## config.mk

```make
export PLATFORM = sky130hd
export DESIGN_NAME = mem_arbiter
export DESIGN_NICKNAME = d
export VERILOG_FILES = /design/src/rtl/mem_arb_pkg.sv /design/src/rtl/type_pkg.sv /design/src/rtl/mem_arbiter.sv
export SDC_FILE = /design/constraint.sdc
export NUM_CORES = 1
export LEC_CHECK = 0
export ABC_AREA = 1
export CAP_MARGIN = 10
export CORE_ASPECT_RATIO = 0.9
export CORE_MARGIN = 3
export CORE_UTILIZATION = 39
export CTS_BUF_LIST = sky130_fd_sc_hd__clkbuf_8
export CTS_CLUSTER_DIAMETER = 50
export DETAILED_ROUTE_END_ITERATION = 12
export GPL_TIMING_DRIVEN = 0
export PLACE_DENSITY = 0.86
export REMOVE_ABC_BUFFERS = 1
export SYNTH_ARGS = -nofsm -noshare
export SYNTH_HDL_FRONTEND = slang
export SYNTH_SLANG_ARGS = --single-unit
```

## constraint.sdc

```tcl
create_clock -name clk -period 1.5 [get_ports clk]
set_clock_uncertainty 0.2 [all_clocks]
set_input_delay 0.375 -clock clk [delete_from_list [all_inputs] [get_ports clk]]
set_output_delay 0.375 -clock clk [all_outputs]
set_load 0.01 [all_outputs]
```

## src/rtl/mem_arb_pkg.sv

```systemverilog
// State and ownership encodings for the fetch/data memory arbiter.
package mem_arb_pkg;
  typedef enum logic [1:0] {
    IDLE = 2'd0,
    BUSY = 2'd1,
    RESP = 2'd2
  } arb_state_t;

  typedef enum logic {
    OWN_I = 1'b0,
    OWN_D = 1'b1
  } arb_owner_t;
endpackage

```

## src/rtl/type_pkg.sv

```systemverilog
// Shared bus types for the core <-> memory path.
package type_pkg;
  localparam int unsigned ADDR_W = 32;
  localparam int unsigned DATA_W = 32;
  localparam int unsigned BE_W   = DATA_W / 8;

  typedef logic [ADDR_W-1:0] addr_t;
  typedef logic [DATA_W-1:0] data_t;
  typedef logic [BE_W-1:0]   byte_en_t;
endpackage

```

## src/rtl/mem_arbiter.sv

```systemverilog
// Round-robin arbiter sharing one memory port between fetch and data requesters,
// one transaction in flight, with a bus watchdog that terminates stuck accesses.
module mem_arbiter
  import type_pkg::*;
  import mem_arb_pkg::*;
#(
  parameter int unsigned TIMEOUT_CYCLES = 255
) (
  input  logic     clk,
  input  logic     rst_n,
  input  logic     i_valid,
  input  addr_t    i_addr,
  output logic     i_ready,
  output data_t    i_rdata,
  input  logic     d_valid,
  input  addr_t    d_addr,
  input  data_t    d_wdata,
  input  byte_en_t d_byte_enable,
  output logic     d_ready,
  output data_t    d_rdata,
  output logic     mem_valid,
  output addr_t    mem_addr,
  output data_t    mem_wdata,
  output byte_en_t mem_byte_enable,
  output logic     mem_we,
  input  logic     mem_ready,
  input  data_t    mem_rdata,
  output logic     bus_timeout
);
  localparam int unsigned CNT_W = (TIMEOUT_CYCLES == 0) ? 1 : $clog2(TIMEOUT_CYCLES + 1);
  localparam logic [CNT_W-1:0] CNT_LIM = CNT_W'(TIMEOUT_CYCLES);
  localparam bit WDOG_EN = (TIMEOUT_CYCLES != 0);

  arb_state_t     state_q, state_d;
  arb_owner_t     owner_q, owner_d;
  arb_owner_t     last_grant_q, last_grant_d;
  logic [CNT_W-1:0] timeout_cnt_q, timeout_cnt_d;
  logic           mem_valid_q, mem_valid_d;
  addr_t          mem_addr_q, mem_addr_d;
  data_t          mem_wdata_q, mem_wdata_d;
  byte_en_t       mem_be_q, mem_be_d;
  logic           mem_we_q, mem_we_d;
  logic           i_ready_q, i_ready_d;
  logic           d_ready_q, d_ready_d;
  data_t          i_rdata_q, i_rdata_d;
  data_t          d_rdata_q, d_rdata_d;
  logic           bus_timeout_q, bus_timeout_d;
  logic           grant_d;
  logic           wdog_fire;
  data_t          rsp_data;

  always_comb begin
    state_d       = state_q;
    owner_d       = owner_q;
    last_grant_d  = last_grant_q;
    timeout_cnt_d = timeout_cnt_q;
    mem_valid_d   = mem_valid_q;
    mem_addr_d    = mem_addr_q;
    mem_wdata_d   = mem_wdata_q;
    mem_be_d      = mem_be_q;
    mem_we_d      = mem_we_q;
    i_rdata_d     = i_rdata_q;
    d_rdata_d     = d_rdata_q;
    i_ready_d     = 1'b0;
    d_ready_d     = 1'b0;
    bus_timeout_d = 1'b0;
    grant_d       = 1'b0;
    wdog_fire     = 1'b0;
    rsp_data      = '0;

    case (state_q)
      IDLE: begin
        if (i_valid || d_valid) begin
          // On a tie the data side wins unless it was the last one served.
          grant_d       = d_valid && (!i_valid || (last_grant_q == OWN_I));
          owner_d       = grant_d ? OWN_D : OWN_I;
          last_grant_d  = owner_d;
          state_d       = BUSY;
          timeout_cnt_d = '0;
          mem_valid_d   = 1'b1;
          if (grant_d) begin
            mem_addr_d  = d_addr;
            mem_wdata_d = d_wdata;
            mem_be_d    = d_byte_enable;
            mem_we_d    = |d_byte_enable;
          end else begin
            mem_addr_d  = i_addr;
            mem_wdata_d = '0;
            mem_be_d    = '0;
            mem_we_d    = 1'b0;
          end
        end
      end
      BUSY: begin
        wdog_fire = WDOG_EN && (timeout_cnt_q == CNT_LIM);
        // A completion on the limit cycle wins over the watchdog.
        if (mem_ready || wdog_fire) begin
          state_d       = RESP;
          mem_valid_d   = 1'b0;
          bus_timeout_d = !mem_ready;
          rsp_data      = mem_ready ? mem_rdata : '0;
          if (owner_q == OWN_D) begin
            d_ready_d = 1'b1;
            d_rdata_d = rsp_data;
          end else begin
            i_ready_d = 1'b1;
            i_rdata_d = rsp_data;
          end
        end else begin
          timeout_cnt_d = timeout_cnt_q + CNT_W'(1);
        end
      end
      RESP:    state_d = IDLE;
      default: state_d = IDLE;
    endcase
  end

  always_ff @(posedge clk) begin
    if (!rst_n) begin
      state_q       <= IDLE;
      owner_q       <= OWN_I;
      last_grant_q  <= OWN_I;
      timeout_cnt_q <= '0;
      mem_valid_q   <= 1'b0;
      mem_addr_q    <= '0;
      mem_wdata_q   <= '0;
      mem_be_q      <= '0;
      mem_we_q      <= 1'b0;
      i_ready_q     <= 1'b0;
      d_ready_q     <= 1'b0;
      i_rdata_q     <= '0;
      d_rdata_q     <= '0;
      bus_timeout_q <= 1'b0;
    end else begin
      state_q       <= state_d;
      owner_q       <= owner_d;
      last_grant_q  <= last_grant_d;
      timeout_cnt_q <= timeout_cnt_d;
      mem_valid_q   <= mem_valid_d;
      mem_addr_q    <= mem_addr_d;
      mem_wdata_q   <= mem_wdata_d;
      mem_be_q      <= mem_be_d;
      mem_we_q      <= mem_we_d;
      i_ready_q     <= i_ready_d;
      d_ready_q     <= d_ready_d;
      i_rdata_q     <= i_rdata_d;
      d_rdata_q     <= d_rdata_d;
      bus_timeout_q <= bus_timeout_d;
    end
  end

  assign mem_valid       = mem_valid_q;
  assign mem_addr        = mem_addr_q;
  assign mem_wdata       = mem_wdata_q;
  assign mem_byte_enable = mem_be_q;
  assign mem_we          = mem_we_q;
  assign i_ready         = i_ready_q;
  assign d_ready         = d_ready_q;
  assign i_rdata         = i_rdata_q;
  assign d_rdata         = d_rdata_q;
  assign bus_timeout     = bus_timeout_q;
endmodule
```

==> results.json <==
{
  "yosysSeqAreaShare_pct": 49.6,
  "worst_pin_slew_ps": 623,
  "synthXorXnorAreaFrac_pct": 0.147,
  "dieArea_sq_um": 16800,
  "hold_ws_ps": 265,
  "cts_buffers": 17,
  "gp_congestion": 0.805,
  "dr.pass1.iters": 5,
  "p_comb_share_pct": 28.6,
  "async_flop_share_pct": 0,
  "layout_common_cells": "nand2_1 (176), buf_6 (156), dfxtp_2 (136), clkdlybuf4s50_1 (132), buf_4 (90)",
  "ant_nets": 0,
  "power.share.clock_pct": 32.2,
  "slew_violations": 0,
  "io_buffers": 273,
  "cp.arrival_ps": 2020,
  "r2r_cells": 9,
  "syn_area_sq_um": 5970,
  "post-route-period-util_pct": 126,
  "ys.flop_type": "dfxtp_1",
  "min_period_ps": 1890,
  "start_util_pct": 40.2,
  "grt_setup_unrepaired": "true",
  "grt_antenna_before_repair": 1,
  "num_vias": 8000,
  "synth-simple-area-share_pct": 25.7,
  "cp_top_family": "simple AND/OR/NAND/NOR gates",
  "fin_nets": 1326,
  "hold_class": "in2reg",
  "clkLatencyLatePin_ps": 460,
  "slew_headroom_pct": 58.4,
  "h-tree-depth": 4,
  "cts_hold_buf": 0,
  "failed_checks": "setup timing",
  "crit-reg2reg-capture": "i_rdata[19]",
  "rows": 42,
  "min_to": "mem_wdata[26]",
  "ys_warn_count": 0,
  "synth_cells": 798,
  "synth_top_family_by_area": "simple AND/OR/NAND/NOR gates",
  "synthAdderAreaFrac_pct": 0.210,
  "min_path_cells": 3,
  "hpwl_mm": 12.6,
  "via_per_inst": 5.72,
  "p_switching_w": 0.00336,
  "hold_viol": 0,
  "status": "finished, violations left",
  "fin_util_pct": 82.6,
  "clock_path_buffers": 2,
  "leakage_nw": 5.21,
  "grt_pass1_wl_mm": 37.6,
  "critical_path.slowest_cell": "dfxtp_1",
  "swShare_pct": 30.5,
  "synth_area_per_cell_sq_um": 7.48,
  "cts_root_buf": "clkbuf_8",
  "setup_viol": 164,
  "synth_mux_area_share_pct": 0,
  "synth_edf_count": 0,
  "grtUsageTotal_pct": 29.1,
  "grt_overflow": 0,
  "worst_slack_ps": -394,
  "routed_wirelength_mm": 31.8,
  "syn_to_final_growth_pct": 106,
  "synth_compound_area_share_pct": 15.8,
  "power_w": 0.0110,
  "path_buf_inv": 2,
  "num_io_pins": 274,
  "die_w_um": 136,
  "dpl_worst_slack_ps": -3350,
  "final_common_cell": "nand2_1",
  "irDropWorstVdd_mv": 0.766,
  "seqPwrFrac_pct": 39.2,
  "drt_iter0_drc": 701,
  "clk_pin_slew_worst_paths_ps": 100,
  "required_ps": 1630,
  "min_from": "d_wdata[26]",
  "wl_per_cell_um": 22.8,
  "cts_tree": "built",
  "cp-start-kind": "flip-flop",
  "grt_max_degree": 83,
  "drive_above_1_share_pct": 53.2,
  "p_int_w": 0.00768,
  "drcViolationCount": 0,
  "worst_path_largest_cell_delay_ps": 400,
  "p_per_area_nw_per_um2": 899,
  "critPathKind": "reg2reg",
  "r2r_slack_ps": -390,
  "ys_types": 24,
  "critPathMaxFanout": 8,
  "critPathLaunch": "timeout_cnt_q[6]",
  "grt_pass1_vias": 6932,
  "ys_ff_latch": 148,
  "cts_num_sinks": 148,
  "max_freq_ghz": 0.528,
  "cp-end-kind": "flip-flop",
  "maxCapViolCount": 0,
  "regToRegStartpoint": "timeout_cnt_q[6]",
  "die_y_um": 123,
  "crit_chain": "nand2_1 -> nor2_2 -> nand2_4 -> nand2_8 -> nand3_4 -> buf_6 -> buf_16 -> nand2_2 -> a21oi_1",
  "core_sq_um": 14900
}
## cell type report
cell class	count	area (sq um)
sequential	148	3150
timing repair inverter	6	75.1
inverter	45	213
clock buffer	19	262
fill	756	2590
timing repair buffer	424	4690
clock inverter	11	178
antenna	1	2.50
multi-input combinational	546	3460
tap	198	248
## repair_timing
item | 4_1_cts | 5_1_grt
setup buffers | 68 | 68
setup endpoints to repair | 285 | 282
resized for setup | 967 | 203
cloned | 24 | 7
pin swaps | 25 | 40
## worst max path at each step
stage | endpoint | cells past startpoint
after floorplan | mem_we | 6
after global placement | mem_wdata[2] | 7
after detailed placement | i_rdata[15] | 7
after CTS | i_rdata[14] | 10
after global routing | i_rdata[19] | 9
final | i_rdata[19] | 9
## per-stage QoR
| stage | cell area, sq um | std cells | setup TNS, ps |
|---|---|---|---|
| 2_1_floorplan | 5630 | 730 | -275200 |
| 3_3_place_gp | 8610 | 1201 | -582840 |
| 3_5_place_dp | 8790 | 1209 | -355350 |
| 4_1_cts | 11000 | 1330 | -21000 |
| 5_1_grt | 12300 | 1398 | -47970 |
| 6_report | 12300 | 1398 | -39480 |
## logic make-up (layout without fill, tap and decap cells)
family	count (synthesis)	in the layout
other	0	1
xor gates and xnor gates	1	1
buffers and inverters	113	505
AOI/OAI and AO/OA	180	180
adders and majority gates	1	1
and+or+nand+nor	355	364
DFF	148	148
## layer usage
layer | wire length (um) | track usage [%] | part of all wire (%)
met5 | 0 | 0 | 0
met4 | 2010 | 13.2 | 6.3
met3 | 3230 | 8.42 | 10
met2 | 15700 | 50.3 | 49
met1 | 10800 | 33.4 | 34
## state kept, by name, indices dropped and copies added, names as in the netlist, 2 cells and up
signal,cells
mem_byte_enable,4
d_rdata,32
state_q,2
i_rdata,32
mem_addr,32
mem_wdata,32
timeout_cnt_q,8
## worst min-delay path, cell delays in order
cell and delay [ps]:
clkdlybuf4s50_1 400, nand2_1 60, a21oi_1 50
## power by group through the flow
| stage | Combinational [W] | Clock [W] | Sequential, W |
|---|---|---|---|
| finish | 0.00315 | 0.00356 | 0.00433 |
| global route | 0.00325 | 0.00374 | 0.00435 |
| CTS | 0.00248 | 0.00350 | 0.00429 |
| detailed placement | 0.00169 | 0 | 0.00433 |
| global placement | 0.00160 | 0 | 0.00433 |
| floorplan | 0.000554 | 0 | 0.00441 |
## cell usage after synthesis, types with 2 or more instances
cell type,count,area [sq um]
nor3_1,2,10.0
buf_2,17,85.1
o21ai_0,36,180
nand2_1,257,965
a21oi_1,111,556
nor2_1,15,56.3
dfxtp_1,148,2960
buf_6,8,90.1
inv_1,43,161
clkbuf_1,42,158
a31oi_1,32,200
nand3_1,9,45.0
nand4_1,65,407
nand2_2,3,18.8
(Power assumes the default switching activity.)
